## config.mk

```make
export PLATFORM = sky130hd
export DESIGN_NAME = serial_subtractor
export DESIGN_NICKNAME = d
export VERILOG_FILES = /design/src/rtl/serial_subtractor.sv
export SDC_FILE = /design/constraint.sdc
export NUM_CORES = 1
export LEC_CHECK = 0
export ABC_AREA = 1
export ABC_CLOCK_PERIOD_IN_PS = 1800
export CAP_MARGIN = 20
export CORE_MARGIN = 8
export CORE_UTILIZATION = 49
export CTS_CLUSTER_SIZE = 20
export DETAILED_ROUTE_END_ITERATION = 10
export GPL_ROUTABILITY_DRIVEN = 1
export GPL_TIMING_DRIVEN = 0
export PLACE_DENSITY_LB_ADDON = 0.05
export SLEW_MARGIN = 20
export SYNTH_ARGS = -nofsm -noshare
export SYNTH_HDL_FRONTEND = slang
export SYNTH_SLANG_ARGS = --single-unit
export TNS_END_PERCENT = 100
```

## constraint.sdc

```tcl
create_clock -name clk -period 1.8 [get_ports clk]
set_clock_uncertainty 0.2 [all_clocks]
set_input_delay 0.54 -clock clk [delete_from_list [all_inputs] [get_ports clk]]
set_output_delay 0.54 -clock clk [all_outputs]
set_load 0.02 [all_outputs]
```

## src/rtl/serial_subtractor.sv

```systemverilog
// rtl/serial_subtractor.sv - bit-serial WIDTH-bit subtractor D = A - B - Bin, LSB first
// Optional signed-overflow flag enabled by defining SERIAL_SUB_OVF_EN.
module serial_subtractor #(
  parameter int WIDTH = 4
) (
  input  logic             clk,
  input  logic             rst_n,
  input  logic             start,
  input  logic [WIDTH-1:0] A,
  input  logic [WIDTH-1:0] B,
  input  logic             Bin,
  output logic             busy,
  output logic             done,
  output logic [WIDTH-1:0] D,
  output logic             Bout,
  output logic             ovf
);

  localparam int CW = (WIDTH > 2) ? $clog2(WIDTH) : 1;

  typedef enum logic [1:0] {
    S_IDLE = 2'd0,
    S_RUN  = 2'd1,
    S_DONE = 2'd2
  } state_t;

  state_t           r_state;
  state_t           w_next;
  logic [WIDTH-1:0] r_a;
  logic [WIDTH-1:0] r_b;
  logic [WIDTH-1:0] r_res;
  logic [CW-1:0]    r_cnt;
  logic             r_br;
  logic [WIDTH-1:0] r_d;
  logic             r_bout;

  logic             w_d;
  logic             w_br_next;
  logic             w_last;
  logic [WIDTH-1:0] w_res_next;

  // One full-subtractor cell working on the current LSBs and the borrow flop
  assign w_d        = r_a[0] ^ r_b[0] ^ r_br;
  assign w_br_next  = (~r_a[0] & r_b[0]) | (~(r_a[0] ^ r_b[0]) & r_br);
  assign w_res_next = {w_d, r_res[WIDTH-1:1]};
  assign w_last     = (r_cnt == CW'(WIDTH - 1));

  always_comb begin
    w_next = r_state;
    case (r_state)
      S_IDLE:  if (start) w_next = S_RUN;
      S_RUN:   if (w_last) w_next = S_DONE;
      S_DONE:  w_next = S_IDLE;
      default: w_next = S_IDLE;
    endcase
  end

  always_ff @(posedge clk or negedge rst_n) begin
    if (!rst_n) begin
      r_state <= S_IDLE;
      r_a     <= '0;
      r_b     <= '0;
      r_res   <= '0;
      r_cnt   <= '0;
      r_br    <= 1'b0;
      r_d     <= '0;
      r_bout  <= 1'b0;
    end else begin
      r_state <= w_next;
      case (r_state)
        S_IDLE: begin
          if (start) begin
            r_a   <= A;
            r_b   <= B;
            r_br  <= Bin;
            r_cnt <= '0;
          end
        end
        S_RUN: begin
          r_a   <= r_a >> 1;
          r_b   <= r_b >> 1;
          r_br  <= w_br_next;
          r_res <= w_res_next;
          r_cnt <= r_cnt + CW'(1);
          if (w_last) begin
            r_d    <= w_res_next;
            r_bout <= w_br_next;
          end
        end
        default: ;
      endcase
    end
  end

`ifdef SERIAL_SUB_OVF_EN
  // Operand MSBs are kept aside because the shift registers lose them during RUN
  logic r_a_msb;
  logic r_b_msb;
  logic r_ovf;

  always_ff @(posedge clk or negedge rst_n) begin
    if (!rst_n) begin
      r_a_msb <= 1'b0;
      r_b_msb <= 1'b0;
      r_ovf   <= 1'b0;
    end else begin
      if (r_state == S_IDLE && start) begin
        r_a_msb <= A[WIDTH-1];
        r_b_msb <= B[WIDTH-1];
      end
      if (r_state == S_RUN && w_last) begin
        r_ovf <= (r_a_msb != r_b_msb) && (w_res_next[WIDTH-1] != r_a_msb);
      end
    end
  end

  assign ovf = r_ovf;
`else
  assign ovf = 1'b0;
`endif

  assign busy = (r_state == S_RUN);
  assign done = (r_state == S_DONE);
  assign D    = r_d;
  assign Bout = r_bout;

endmodule

```

==> metrics.yaml <==
antenna_found_initial: 0
fin_crit_ns: 1.831
hold_viol: 0
synth_edf_count: 0
syn_nets: 135
ys_async_sr_fraction: 1.000
drt_iter0_markers: 16
min_path_type: "reg2reg"
worstSetupPathType: "reg2out"
cp_max_fo: 5
num_io_pins: 20
synthTopCellsByCount: "nand2_1 (37), inv_1 (22), dfrtp_1 (21)"
ys.flop_type: "dfrtp_1"
grt_use_total: 0.1105
fin_ws_ns: -0.03067
synthTopCellsByArea: "dfrtp_1 (52%), nand2_1 (14%), inv_1 (8.1%)"
cts_num_sinks: 21
drive_gt1_frac: 0.1645
rows: 16
hpwl_um: 1373
die_y_um: 61.56
cp.required_ns: 1.06
num_antenna_cells: 0
area_delta_synth_final_pct: 31.12
synth_top_area_share: 0.5166
dieArea_um2: 3790
relSlewSlack: 0.3838
cts_buffer_depth: 2
netlist_instances: 121
synth_seq_cells: 21
critPathArrivalTime_ns: 1.09
initial_core_util: 0.5185
cts_tree: "yes"
routabilityCongestion: 0.7792
yosysWarnings: 0
final_core_util: 0.6798
drv_cap: 0
ir_worst_vdd_uv: 1139
tightest_slew_ns: 0.9214
dr.pass1.iters: 4
status: "finished with violations"
cp_slowest_stage_delay_ns: 0.41
globalRouteOverflowTotal: 0
placed_area_um2: 1231
cts_max_level: 1
period_share: 1.017
layout.nets: 167
fmax_ghz: 0.5462
grt_max_degree: 22
drt_wl_total_um: 1974
die_w_um: 61.56
worst_skew_pair.late_latency_ns: 0.30
power_density_nw_per_um2: 1690
cpMaxStageDelayCell: "dfrtp_1"
synth_top_area_cell: "dfrtp_1"
drv_slew: 0
io_buffers: 18
fin_setup_tns_ns: -0.03363
startpoint_type: "flip-flop"
violations: "negative setup slack"
synth.most_common_cell: "nand2_1"
cts_buffers: 3
p_leak_nw: 0.7227
setup_viol: 2
via_count: 825
cts_hold_buf: 0
crit_chain: "inv_2, buf_6, nor2_4, buf_6"
grt_pass1_wl_um: 3063
rsz0062_at_grt: "yes"
grt_pass1_vias: 723
ant_nets: 0
netlist_area_um2: 1017
synth_cell_type_count: 18
vias_per_cell: 4.609
syn_area_per_cell_um2: 8.407
cts.clk_slew.worst_paths_ns: 0.10
drc_errors: 0
core_area_um2: 1962
root_buffer: "clkbuf_4"
critical_path.endpoint_type: "output pin"
path_common_cell: "buf_6"
yosysSeqAreaShare: 0.5166
fin_area_um2: 1334
avgRoutedWirePerCell_um: 11.03
-- worst paths after layout --
kind                       slack [ns]  startpoint      to  cells past startpoint
setup / recovery                -0.03  r_state[1]    done                      4
hold / removal                   0.28        D[2]    D[2]                      2
setup reg to reg                 0.37  r_state[0]  r_b[2]                      7
hold reg to reg                  0.28        D[2]    D[2]                      2
max in group asynchronous        0.29       rst_n    r_br                      1
min in group asynchronous        0.55       rst_n    D[3]                      1
-- cell usage in the layout (no fill, tap or decap) --
cell and instances:
clkbuf_1 1, dlygate4sd2_1 4, o21ai_4 1, clkdlybuf4s15_1 1, nor2_1 1, ha_1 1
o21ai_0 6, inv_2 1, nand2_2 2, nand2_1 37, clkbuf_4 3, nand3_1 15
inv_1 22, o21ai_1 4, buf_6 6, buf_4 9, dfrtp_1 21, clkdlybuf4s50_1 11
nor2_4 2, fa_1 1, nand2_4 1, conb_1 1, a21oi_1 1
-- worst max-delay path, delay by kind of cell, from the launching register on --
family                 cells  cell delay [ns]
flip-flops                 1             0.41
buffers and inverters      3             0.35
AND/OR/NAND/NOR            1             0.03
-- routing by layer --
metal,vias up,global-route usage,share of wire
li1,426,-,-
met1,370,0.1313,0.45
met2,24,0.1595,0.46
met3,5,0.04384,0.068
met4,0,0.07468,0.021
met5,-,0,0
-- final cells by class --
type	instances	area, um2
plain buffers	4	41.29
clock buffers	4	26.28
fillers	187	628.1
inverters	23	86.33
multi-input cells	73	371.6
flip-flops and latches	21	525.5
well taps	27	33.78
repair buffers	27	249.0
-- kinds of logic after synthesis --
logic type	after synthesis	share of synthesized area
AO/OA/AOI/OAI	12	0.07011
adder cells (fa/ha/maj)	2	0.03198
buffers and inverters	27	0.1255
flip-flops	21	0.5166
other	1	0.003686
AND/OR/NAND/NOR	58	0.2521
-- registers in the layout (all words and copies together) (netlist names) --
| name | cells |
|---|---|
| r_b | 4 |
| D | 4 |
| r_state | 2 |
| r_res | 3 |
| r_br | 1 |
| r_a | 4 |
| r_cnt | 2 |
| Bout | 1 |
-- metrics by stage --
stage / hold slack [ns] / total power [W] / instances / setup WS, ns
4_1_cts: 0.2902 / 0.002173 / 172 / -0.1122
5_1_grt: 0.3105 / 0.002445 / 179 / -0.08998
3_3_place_gp: 0.2588 / 0.001902 / 166 / -0.2663
3_5_place_dp: 0.2661 / 0.001936 / 166 / -0.2383
2_1_floorplan: 0.04441 / 0.001595 / 121 / 0.1866
6_report: 0.2842 / 0.002254 / 179 / -0.03067
-- timing repair --
item | 4_1_cts | 5_1_grt
pin swaps | 1 | 0
endpoints found under the setup margin | 7 | 3
resized for setup | 16 | 5
buffers inserted | 2 | 7
-- where the power goes --
| group | switching [W] | internal [W] |
|---|---|---|
| Sequential | 0.000117 | 0.000692 |
| Combinational | 0.000681 | 0.000544 |
| Clock | 0.000134 | 0.0000864 |
Power figures use the tool's default switching activity.
